`config.mk`:
```
export PLATFORM = sky130hd
export DESIGN_NAME = multicycle_ctrl
export DESIGN_NICKNAME = d
export VERILOG_FILES = /design/src/rtl/mc_pkg.sv /design/src/rtl/mc_aludec.sv /design/src/rtl/multicycle_ctrl.sv
export SDC_FILE = /design/constraint.sdc
export NUM_CORES = 1
export LEC_CHECK = 0
export BUFFER_PORTS_ARGS = -buffer_cell sky130_fd_sc_hd__buf_2
export CAP_MARGIN = 10
export CORE_UTILIZATION = 46
export CTS_CLUSTER_SIZE = 12
export DETAILED_ROUTE_END_ITERATION = 6
export PLACE_DENSITY = 0.76
export SLEW_MARGIN = 40
export SYNTH_ARGS = -nofsm -noshare
export SYNTH_HDL_FRONTEND = slang
export SYNTH_SLANG_ARGS = --single-unit
```
`constraint.sdc`:
```
create_clock -name clk -period 1.8 [get_ports clk]
set_input_delay 0.27 -clock clk [delete_from_list [all_inputs] [get_ports clk]]
set_output_delay 0.27 -clock clk [all_outputs]
set_load 0.01 [all_outputs]
```
`src/rtl/mc_pkg.sv`:
```
// Shared definitions for the multicycle controller: FSM states, opcodes and
// the select/ALU encodings driven onto the datapath.
package mc_pkg;

  typedef enum logic [3:0] {
    FETCH   = 4'd0,
    DECODE  = 4'd1,
    MEMADR  = 4'd2,
    MEMRD   = 4'd3,
    MEMWB   = 4'd4,
    MEMWR   = 4'd5,
    EXECUTE = 4'd6,
    ALUWB   = 4'd7,
    BRANCH  = 4'd8,
    ADDIEX  = 4'd9,
    LIEX    = 4'd10,
    IWB     = 4'd11,
    JUMP    = 4'd12
  } state_t;

  localparam logic [5:0] OP_RTYPE = 6'b000000;
  localparam logic [5:0] OP_LW    = 6'b100011;
  localparam logic [5:0] OP_SW    = 6'b101011;
  localparam logic [5:0] OP_BEQ   = 6'b000100;
  localparam logic [5:0] OP_BLE   = 6'b011111;
  localparam logic [5:0] OP_ADDI  = 6'b001000;
  localparam logic [5:0] OP_LI    = 6'b010001;
  localparam logic [5:0] OP_J     = 6'b000010;

  localparam logic [1:0] SRCB_REG   = 2'b00;
  localparam logic [1:0] SRCB_FOUR  = 2'b01;
  localparam logic [1:0] SRCB_IMM   = 2'b10;
  localparam logic [1:0] SRCB_IMMSH = 2'b11;

  localparam logic [1:0] PC_ALU    = 2'b00;
  localparam logic [1:0] PC_ALUOUT = 2'b01;
  localparam logic [1:0] PC_JUMP   = 2'b10;

  localparam logic [1:0] ALUOP_ADD   = 2'b00;
  localparam logic [1:0] ALUOP_SUB   = 2'b01;
  localparam logic [1:0] ALUOP_FUNCT = 2'b10;

  localparam logic [2:0] ALU_AND = 3'b000;
  localparam logic [2:0] ALU_OR  = 3'b001;
  localparam logic [2:0] ALU_ADD = 3'b010;
  localparam logic [2:0] ALU_SLL = 3'b011;
  localparam logic [2:0] ALU_SUB = 3'b110;
  localparam logic [2:0] ALU_SLT = 3'b111;

endpackage

```
`src/rtl/mc_aludec.sv`:
```
// ALU decoder: maps the controller's aluop and the R-type funct field onto the
// single-cycle ALU control encoding.
module mc_aludec
  import mc_pkg::*;
(
  input  logic [1:0] aluop,
  input  logic [5:0] funct,
  output logic [2:0] alucontrol
);

  always_comb begin
    alucontrol = ALU_ADD;
    case (aluop)
      ALUOP_SUB: alucontrol = ALU_SUB;
      ALUOP_FUNCT: begin
        // Unknown funct falls back to add so the writeback still has a value
        case (funct)
          6'b000000: alucontrol = ALU_SLL;
          6'b100000: alucontrol = ALU_ADD;
          6'b100010: alucontrol = ALU_SUB;
          6'b100100: alucontrol = ALU_AND;
          6'b100101: alucontrol = ALU_OR;
          6'b101010: alucontrol = ALU_SLT;
          default:   alucontrol = ALU_ADD;
        endcase
      end
      default: alucontrol = ALU_ADD;
    endcase
  end

endmodule

```
`src/rtl/multicycle_ctrl.sv`:
```
// Multicycle MIPS-style controller: Moore FSM sequencing fetch/decode/execute
// steps, plus a retired-instruction counter.
module multicycle_ctrl
  import mc_pkg::*;
(
  input  logic        clk,
  input  logic        reset,
  input  logic [5:0]  op,
  input  logic [5:0]  funct,
  input  logic        zero,
  output logic        iord,
  output logic        irwrite,
  output logic        memwrite,
  output logic        regwrite,
  output logic        regdst,
  output logic        memtoreg,
  output logic        alusrca,
  output logic        zero_or_a,
  output logic        is_li,
  output logic        lessequal,
  output logic        pcen,
  output logic        illegal,
  output logic [1:0]  alusrcb,
  output logic [1:0]  pcsrc,
  output logic [2:0]  alucontrol,
  output logic [3:0]  state,
  output logic [31:0] instret
);

  state_t     state_q, state_n;
  logic [1:0] aluop;
  logic       pcwrite, branch, retire;
  logic       irwrite_s, memwrite_s, regwrite_s;

  always_ff @(posedge clk) begin
    if (!reset) begin
      state_q <= FETCH;
      instret <= '0;
    end else begin
      state_q <= state_n;
      if (retire) instret <= instret + 32'd1;
    end
  end

  always_comb begin
    state_n    = FETCH;
    iord       = 1'b0;
    irwrite_s  = 1'b0;
    memwrite_s = 1'b0;
    regwrite_s = 1'b0;
    regdst     = 1'b0;
    memtoreg   = 1'b0;
    alusrca    = 1'b0;
    zero_or_a  = 1'b1;
    is_li      = 1'b0;
    lessequal  = 1'b0;
    illegal    = 1'b0;
    alusrcb    = SRCB_REG;
    pcsrc      = PC_ALU;
    aluop      = ALUOP_ADD;
    pcwrite    = 1'b0;
    branch     = 1'b0;
    retire     = 1'b0;
    case (state_q)
      FETCH: begin
        irwrite_s = 1'b1;
        alusrcb   = SRCB_FOUR;
        pcwrite   = 1'b1;
        state_n   = DECODE;
      end
      DECODE: begin
        alusrcb = SRCB_IMMSH;
        case (op)
          OP_LW, OP_SW:   state_n = MEMADR;
          OP_RTYPE:       state_n = EXECUTE;
          OP_BEQ, OP_BLE: state_n = BRANCH;
          OP_ADDI:        state_n = ADDIEX;
          OP_LI:          state_n = LIEX;
          OP_J:           state_n = JUMP;
          default: begin
            illegal = 1'b1;
            state_n = FETCH;
          end
        endcase
      end
      MEMADR: begin
        alusrca = 1'b1;
        alusrcb = SRCB_IMM;
        state_n = (op == OP_LW) ? MEMRD : MEMWR;
      end
      MEMRD: begin
        iord    = 1'b1;
        state_n = MEMWB;
      end
      MEMWB: begin
        memtoreg   = 1'b1;
        regwrite_s = 1'b1;
        retire     = 1'b1;
      end
      MEMWR: begin
        iord       = 1'b1;
        memwrite_s = 1'b1;
        retire     = 1'b1;
      end
      EXECUTE: begin
        alusrca = 1'b1;
        aluop   = ALUOP_FUNCT;
        state_n = ALUWB;
      end
      ALUWB: begin
        regdst     = 1'b1;
        regwrite_s = 1'b1;
        retire     = 1'b1;
      end
      BRANCH: begin
        alusrca   = 1'b1;
        aluop     = ALUOP_SUB;
        pcsrc     = PC_ALUOUT;
        branch    = 1'b1;
        lessequal = (op == OP_BLE);
        retire    = 1'b1;
      end
      ADDIEX: begin
        alusrca = 1'b1;
        alusrcb = SRCB_IMM;
        state_n = IWB;
      end
      LIEX: begin
        alusrca   = 1'b1;
        zero_or_a = 1'b0;
        is_li     = 1'b1;
        alusrcb   = SRCB_IMM;
        state_n   = IWB;
      end
      IWB: begin
        regwrite_s = 1'b1;
        retire     = 1'b1;
      end
      JUMP: begin
        pcsrc   = PC_JUMP;
        pcwrite = 1'b1;
        retire  = 1'b1;
      end
      default: state_n = FETCH;
    endcase
  end

  // Architectural write strobes are held off for the whole reset window
  assign pcen     = (pcwrite | (branch & zero)) & reset;
  assign irwrite  = irwrite_s & reset;
  assign memwrite = memwrite_s & reset;
  assign regwrite = regwrite_s & reset;
  assign state    = state_q;

  mc_aludec u_aludec (
    .aluop      (aluop),
    .funct      (funct),
    .alucontrol (alucontrol)
  );

endmodule

```
==> flow_summary_export.csv, run 1 <==
group,metric,value,unit
synthesis,synth-seq-cells,36,
power,ir_drop,0.000375,V
setup_path,cp.arrival,1.66,ns
timing,final_hold_viol_count,0,
layout,layout-drive-gt1-share,0.476,
flow_run,max-cap-violations,0,
grt,grt-ovfl-total,0,
floorplanning,num_rows,24,
synthesis,avgSynthCellArea,7.84,um^2
synthesis,ys.flop_type,"dfxtp_1",
synthesis,ys_top_cells_by_area,"dfxtp_1, xnor2_1, nor2_1",
floorplanning,initial_core_util,0.494,
clock_tree,clock_path_buffers,2,
timing,drv_slew,0,
layout,fin_area,3440,um^2
floorplanning,fp.dieW,71.6,um
synthesis,yosysTopAreaCellShare,0.324,
grt,antenna_found_initial,0,
clock_tree,cts_tree,"built",
grt,grt_max_degree,26,
clock_tree,path_clk_slew,0.07,ns
placed_design,place_inst,432,
clock_tree,clock_sinks,36,
clock_tree,hold_buffers,0,
synthesis,synth_edf_count,0,
placed_design,pre_cts_ws,-0.0665,ns
setup_path,cp_max_fo,7,
layout,layout_commonest_cell,"buf_2",
run_status,failed_checks,"setup timing",
timing,worst_slew_pin_slew,0.393,ns
placed_design,dpl_cell_area,2900,um^2
power,p_leak,0.00157,uW
drt,post-route-drc-count,0,
drt,drt-pass1-iter-count,4,
clock_tree,numCtsBuffers,5,
layout,diodes,0,
timing,setup_viol,7,
layout,post-route-util,0.764,
timing,skew,0.00280,ns
layout,final_cell_mix,"buf_2, buf_4, nor2_1",
placed_design,io_buffers,69,
timing,rsz0062_at_grt,"true",
floorplanning,dieHeight,71.6,um
timing,fin_crit,1.93,ns
timing,setup_ws,-0.133,ns
power,power.density,540,nW/um^2
drt,drtIter0Drc,161,
layout,final_cells,455,
timing,max_freq,517,MHz
clock_tree,htree_levels,2,
run_status,outcome,"complete, but fails checks",
drt,wl_per_cell,15.5,um
synthesis,synthesis.area,2230,um^2
layout,area_growth,54.6,%
synthesis,synth_area_leader_cell,"dfxtp_1",
synthesis,synthArstFlopShare,0,
floorplanning,coreArea,4500,um^2
floorplanning,num_io_pins,70,
placed_design,post-dp-hpwl,4340,um
grt,track_usage,0.239,
setup_path,setup.worst_path.class,"reg -> out",
synthesis,ys_types,44,
layout,num-fill-cells,300,
setup_path,startpoint_type,"register",
synthesis,netlist_instances,284,
min_path,worstHoldPathType,"in -> reg",
synthesis,ys_seq_area_frac,0.324,
clock_tree,cts.root.buffer_cell,"clkbuf_8",
setup_path,required,1.53,ns
grt,grt_pass1_vias,2194,
setup_path,cp-end-kind,"output pin",
timing,min_period_over_period,1.07,
clock_tree,clk_latency,0.29,ns
drt,wirelength,7030,um
timing,max_slew_margin,0.736,
synthesis,synth_warnings,0,
placed_design,place.gp.congestion,0.927,
power,power,1860,uW
floorplanning,die_area,5120,um^2
drt,viasPerCell,5.66,
grt,grt_pass1_wl,9790,um
drt,antenna_left,0,
layout,layout.nets,420,
drt,vias,2577,
synthesis,syn_nets,302,
-- stage by stage --
stage	TNS, ns	hold slack (ns)
6_report	-0.390	0.383
5_1_grt	-1.62	0.413
4_1_cts	-0.170	0.361
3_5_place_dp	-0.107	0.481
3_3_place_gp	0	0.470
2_1_floorplan	-0.0332	0.422
-- where the power goes --
group | internal [uW] | switching (uW)
Sequential | 798 | 12.3
Combinational | 111 | 153
Clock | 489 | 298
Total | 1400 | 463
-- kinds of logic (layout without fill, tap and decap cells) --
group,Yosys count,count (layout),synth area share
compound gates,41,41,0.116
buf+inv,26,144,0.0483
fa+ha+maj,3,3,0.0169
mux,8,8,0.0360
xor+xnor,22,22,0.0865
flops,36,36,0.324
simple gates,148,149,0.372
-- final timing paths --
| kind | startpoint | end | slack, ns | cells past startpoint |
|---|---|---|---|---|
| hold / removal | op[5] | state[3]$_SDFF_PN0_ | 0.38 | 4 |
| hold reg to reg | instret[21]$_SDFFE_PN0P_ | instret[21]$_SDFFE_PN0P_ | 0.51 | 2 |
| setup reg to reg | instret[2]$_SDFFE_PN0P_ | instret[25]$_SDFFE_PN0P_ | -0.05 | 6 |
| setup / recovery | state[2]$_SDFF_PN0_ | regwrite | -0.13 | 8 |
-- cell usage after synthesis, types with 2 or more instances --
master    count
dfxtp_1      36
nand2b_1     12
clkinv_1      2
o21ai_0      11
nor4b_2       2
clkbuf_1     10
mux2i_1       8
a211oi_1      3
a31oi_1       3
a21oi_1      14
inv_1        11
and3_1        3
nor2_1       35
buf_2         2
nor4_2        2
nor4_1        7
nand3_1      10
nor3_1       17
nor4b_1       6
nor3b_1       3
ha_1          3
nand4b_1      2
xor2_1        3
nor2b_1       4
nand4_1       8
xnor2_1      19
or3_1         4
o211ai_1      3
nand2_1      24
or2_2         3
-- metal layers --
layer / up-vias / GRT usage / part of all wire
met5: - / 0 / 0
met4: 0 / 0.0784 / 0.020
met3: 14 / 0.0422 / 0.057
met2: 90 / 0.408 / 0.49
met1: 1219 / 0.306 / 0.43
li1: 1254 / - / -
-- sequential cells by signal, indices dropped and copies added, names as in the netlist --
signal / count
instret: 32
state: 4
-- critical path, cell delays in order (launching register included) --
cell and delay, ns:
dfxtp_4 0.36, buf_4 0.13, buf_6 0.13, buf_6 0.13
nand2b_4 0.15, a211oi_2 0.17, nor2_1 0.06, nor2_1 0.08
buf_2 0.14
-- repair_timing --
item | CTS | global route
pin swaps | 3 | 25
resized for setup | 24 | 45
gates cloned | 0 | 3
endpoints found under the setup margin | 9 | 19
buffers inserted | 6 | 6
-- layout make-up --
type,instances,area (um^2),share of cell area
flip-flops and latches,36,749,0.218
repair buffers,123,764,0.222
multi-input cells,223,1690,0.489
clock buffers,7,96.3,0.0280
well taps,52,65.1,0.0189
clock inverters,1,30.0,0.00872
inverters,13,52.6,0.0153
No activity file was read; power rests on OpenSTA's default activity.
==> run 2, diff against run 1 <==
--- a/config.mk
+++ b/config.mk
@@ -7,10 +7,12 @@
 export LEC_CHECK = 0
 export BUFFER_PORTS_ARGS = -buffer_cell sky130_fd_sc_hd__buf_2
 export CAP_MARGIN = 10
-export CORE_UTILIZATION = 46
+export CELL_PAD_IN_SITES_DETAIL_PLACEMENT = 1
+export CELL_PAD_IN_SITES_GLOBAL_PLACEMENT = 1
+export CORE_UTILIZATION = 36
 export CTS_CLUSTER_SIZE = 12
 export DETAILED_ROUTE_END_ITERATION = 6
-export PLACE_DENSITY = 0.76
+export PLACE_DENSITY_LB_ADDON = 0.1
 export SLEW_MARGIN = 40
 export SYNTH_ARGS = -nofsm -noshare
 export SYNTH_HDL_FRONTEND = slang
==> constraint.sdc (replaced) <==
create_clock -name clk -period 2.2 [get_ports clk]
set_input_delay 0.33 -clock clk [delete_from_list [all_inputs] [get_ports clk]]
set_output_delay 0.33 -clock clk [all_outputs]
set_load 0.01 [all_outputs]
==> run 2 against run 1 <==
The flow now finishes without violations. Clock-buffer cell count stayed put. Clock skew is 0.00096 ns higher. Register-to-register slack better by 0.29 ns. First-iteration DRC count is 46% lower. Worst hold slack better by 0.047 ns. Critical path depth is 1 lower. Global-route usage is 3.9 points lower. Die area is 27% higher. Sequential cell count stayed put. Sequential share of layout area is 3.6 points higher. Highest routed layer unchanged.
==> flow_summary_export.csv, run 2 (synthesis results as in run 1) <==
group,metric,value,unit
flow_run,max-cap-violations,0,
layout,post-route-util,0.483,
layout,largest_reg_flops,32,
clock_tree,hold_buffers,0,
timing,final_hold_viol_count,0,
timing,skew,0.00376,ns
floorplanning,coreArea,5960,um^2
placed_design,post-dp-hpwl,4740,um
timing,max_freq,495,MHz
clock_tree,path_clk_slew,0.07,ns
floorplanning,fp.dieW,80.7,um
drt,antenna_left,0,
timing,worst_slew_pin_slew,0.513,ns
layout,final_cells,439,
layout,area_growth,29.1,%
layout,num-fill-cells,772,
grt,grt_max_degree,26,
clock_tree,clock_sinks,36,
layout,largest_register,"instret",
floorplanning,num_io_pins,70,
drt,wl_per_cell,14.4,um
layout,diodes,0,
drt,post-route-drc-count,0,
floorplanning,die_area,6510,um^2
power,power.density,464,nW/um^2
floorplanning,num_rows,28,
clock_tree,clock_path_buffers,2,
grt,track_usage,0.200,
layout,layout-drive-gt1-share,0.316,
timing,max_slew_margin,0.655,
setup_path,startpoint_type,"register",
layout,final_cell_mix,"buf_2, nor2_1, dfxtp_1",
grt,grt_pass1_wl,10200,um
setup_path,cp_max_fo,11,
timing,min_period_over_period,0.918,
setup_path,cp-end-kind,"output pin",
run_status,outcome,"completed",
timing,setup_tns,0,ns
timing,setup_viol,0,
grt,antenna_found_initial,0,
floorplanning,dieHeight,80.7,um
grt,grt-ovfl-total,0,
drt,drtIter0Drc,87,
clock_tree,clk_latency,0.28,ns
timing,rsz0062_at_grt,"false",
setup_path,cp.arrival,1.69,ns
setup_path,required,1.87,ns
clock_tree,cts_tree,"built",
min_path,worstHoldPathType,"in -> reg",
floorplanning,initial_core_util,0.374,
placed_design,io_buffers,69,
clock_tree,htree_levels,2,
placed_design,place.gp.congestion,0.769,
power,ir_drop,0.000264,V
layout,layout.nets,382,
placed_design,dpl_cell_area,2740,um^2
layout,layout_commonest_cell,"buf_2",
drt,drt-pass1-iter-count,4,
drt,vias,2358,
drt,viasPerCell,5.37,
drt,wirelength,6310,um
power,p_leak,0.00121,uW
placed_design,place_inst,432,
layout,fin_area,2880,um^2
timing,fin_crit,2.02,ns
setup_path,setup.worst_path.class,"reg -> out",
clock_tree,numCtsBuffers,5,
clock_tree,cts.root.buffer_cell,"clkbuf_8",
grt,grt_pass1_vias,2149,
timing,drv_slew,0,
-- run 2: cell type report --
type	instances	area [um^2]	share of cell area
sequential	36	729	0.254
inverter	13	48.8	0.0170
multi-input combinational	222	1430	0.497
timing repair buffer	86	477	0.166
clock buffer	7	96.3	0.0335
tap	75	93.8	0.0326
-- run 2: power by group --
part | internal, uW | switching (uW) | total [uW]
clock network | 279 | 224 | 503
logic | 64.2 | 104 | 168
registers | 656 | 8.53 | 664
total | 999 | 336 | 1340
-- run 2: per-stage QoR --
stage | hold WS, ns | setup WS [ns] | power (uW)
CTS | 0.420 | 0.0116 | 1350
floorplan | 0.482 | 0.237 | 770
detailed placement | 0.485 | 0.230 | 842
global placement | 0.474 | 0.265 | 841
global route | 0.440 | 0.000563 | 1400
finish | 0.431 | 0.181 | 1340
-- run 2: worst paths after layout --
path,start,end,slack (ns),depth (start not counted)
setup reg to reg,instret[9]$_SDFFE_PN0P_,instret[28]$_SDFFE_PN0P_,0.24,5
hold reg to reg,instret[25]$_SDFFE_PN0P_,instret[25]$_SDFFE_PN0P_,0.49,2
setup / recovery,state[3]$_SDFF_PN0_,alucontrol[2],0.18,7
hold / removal,op[5],state[3]$_SDFF_PN0_,0.43,4
-- run 2: what timing repair did --
action / 4_1_cts / 5_1_grt
pin swaps: 0 / 1
endpoints found under the setup margin: 1 / 2
gates resized for setup: 1 / 14
buffers inserted: 0 / 0
-- run 2: metal layers --
metal  share of wire  GRT usage  vias up
met3           0.031     0.0386        2
met5               0          0        -
met2            0.49      0.339       34
met4          0.0030     0.0321        0
met1            0.48      0.263     1159
li1                -          -     1163
-- run 2: worst max-delay path: stages (launching register included) --
cell     delay [ns]
dfxtp_4        0.42
nor2b_4        0.18
nand3_1        0.12
ha_2           0.22
nor4b_2        0.15
a31oi_1        0.13
nor2_1         0.05
buf_2          0.13
==> run 3, diff against run 2 <==
--- a/config.mk
+++ b/config.mk
@@ -13,6 +13,7 @@
 export CTS_CLUSTER_SIZE = 12
 export DETAILED_ROUTE_END_ITERATION = 6
 export PLACE_DENSITY_LB_ADDON = 0.1
+export REMOVE_ABC_BUFFERS = 1
 export SLEW_MARGIN = 40
 export SYNTH_ARGS = -nofsm -noshare
 export SYNTH_HDL_FRONTEND = slang
==> run 3 against run 2 <==
First-iteration DRC count is 26% lower. Worst setup slack got worse by 0.069 ns. Via count is 2.1% higher. Sequential cell count stayed put. Routed wire length rose by 5.2%. Sequential share of layout area down 0.44 points. Power is 6.9% higher. Critical endpoint unchanged. Highest routed layer unchanged.
==> flow_summary_export.csv, run 3 (synthesis results as in run 1) <==
group,metric,value,unit
run_status,outcome,"completed",
drt,post-route-drc-count,0,
clock_tree,cts_tree,"built",
clock_tree,path_clk_slew,0.07,ns
grt,antenna_found_initial,0,
drt,wl_met1,2990,um
timing,holdWs,0.370,ns
placed_design,place.gp.congestion,0.800,
layout,final_cells,443,
layout,multi_input_area,1450,um^2
drt,wl_met3,323,um
drt,antenna_left,0,
timing,min_period_over_period,0.949,
drt,viasPerCell,5.43,
flow_run,max-cap-violations,0,
layout,largest_reg_flops,32,
setup_path,cp.arrival,1.76,ns
floorplanning,num_rows,28,
layout,seqCellArea,736,um^2
layout,num-fill-cells,780,
setup_path,cp_max_fo,6,
timing,setup_viol,0,
layout,fin_area,2950,um^2
timing,worst_slew_pin_slew,0.599,ns
floorplanning,fp.dieW,80.7,um
floorplanning,dieHeight,80.7,um
layout,largest_register,"instret",
setup_path,required,1.87,ns
clock_tree,clk_latency,0.29,ns
layout,final_cell_mix,"buf_2, nor2_1, dfxtp_1",
drt,wirelength,6640,um
clock_tree,htree_levels,2,
timing,drv_slew,0,
floorplanning,die_area,6510,um^2
placed_design,io_buffers,69,
setup_path,cp-end-kind,"output pin",
power,ir_drop,0.000236,V
timing,skew,0.00479,ns
layout,area_growth,32.5,%
setup_path,startpoint_type,"register",
timing,final_hold_viol_count,0,
setup_path,setup.worst_path.class,"reg -> out",
layout,diodes,0,
grt,grt_max_degree,26,
power,power.density,484,nW/um^2
clock_tree,numCtsBuffers,5,
drt,drtIter0Drc,64,
grt,grt_pass1_vias,2158,
timing,max_slew_margin,0.601,
power,power,1430,uW
clock_tree,hold_buffers,0,
grt,track_usage,0.211,
layout,layout_commonest_cell,"buf_2",
clock_tree,clock_sinks,36,
placed_design,post-dp-hpwl,4880,um
timing,fin_crit,2.09,ns
floorplanning,coreArea,5960,um^2
drt,drt-pass1-iter-count,4,
layout,layout.nets,385,
drt,routed.top_layer,"met4",
grt,grt-ovfl-total,0,
floorplanning,num_io_pins,70,
drt,vias,2407,
grt,grt_pass1_wl,10700,um
timing,max_freq,479,MHz
min_path,worstHoldPathType,"in -> reg",
power,p_leak,0.00124,uW
placed_design,dpl_cell_area,2760,um^2
floorplanning,initial_core_util,0.374,
placed_design,place_inst,434,
clock_tree,cts.root.buffer_cell,"clkbuf_8",
layout,layout-drive-gt1-share,0.326,
drt,wl_met2,3230,um
layout,post-route-util,0.496,
clock_tree,clock_path_buffers,2,
drt,wl_per_cell,15.0,um
==> run 3: repair_timing <==
| action | in CTS | in global routing |
|---|---|---|
| resized for setup | 7 | 13 |
| setup endpoints to repair | 2 | 1 |
| buffers inserted | 0 | 1 |
==> run 3: path summary, 6_finish.rpt <==
check	from	to	slack, ns	cells after the start
setup / recovery	state[0]$_SDFF_PN0_	alucontrol[2]	0.11	9
hold / removal	reset	instret[19]$_SDFFE_PN0P_	0.37	3
setup reg to reg	instret[9]$_SDFFE_PN0P_	instret[26]$_SDFFE_PN0P_	0.21	5
hold reg to reg	instret[29]$_SDFFE_PN0P_	instret[29]$_SDFFE_PN0P_	0.48	2
==> run 3: where the power goes <==
| part | switching (uW) | internal [uW] | total [uW] |
|---|---|---|---|
| sequential | 10.5 | 654 | 665 |
| combinational | 109 | 72.5 | 181 |
| clock | 245 | 336 | 582 |
==> run 3: worst max-delay path: stages, from the launching register on <==
cell,delay [ns]
dfxtp_4,0.37
buf_4,0.16
nor2_4,0.11
nand2_1,0.08
inv_1,0.09
ha_4,0.14
nor4b_4,0.20
a31oi_1,0.11
nor2_1,0.08
buf_2,0.13
==> run 3: metrics by stage <==
stage / setup slack [ns] / setup TNS [ns]
2_1_floorplan: 0.0954 / 0
3_3_place_gp: 0.199 / 0
3_5_place_dp: 0.175 / 0
4_1_cts: 0.00998 / 0
5_1_grt: -0.0233 / -0.0233
6_report: 0.112 / 0
==> run 3: final cells by class <==
type,count,area share
well taps,75,0.0318
multi-input cells,222,0.493
flip-flops and latches,36,0.249
repair buffers,89,0.172
clock buffers,6,0.0246
inverters,13,0.0178
clock inverters,2,0.0119
==> run 3: routing by layer <==
| layer | vias to the layer above | GRT usage |
|---|---|---|
| li1 | 1181 | - |
| met1 | 1158 | 0.273 |
| met2 | 58 | 0.354 |
| met3 | 10 | 0.0409 |
| met4 | 0 | 0.0589 |
| met5 | - | 0 |
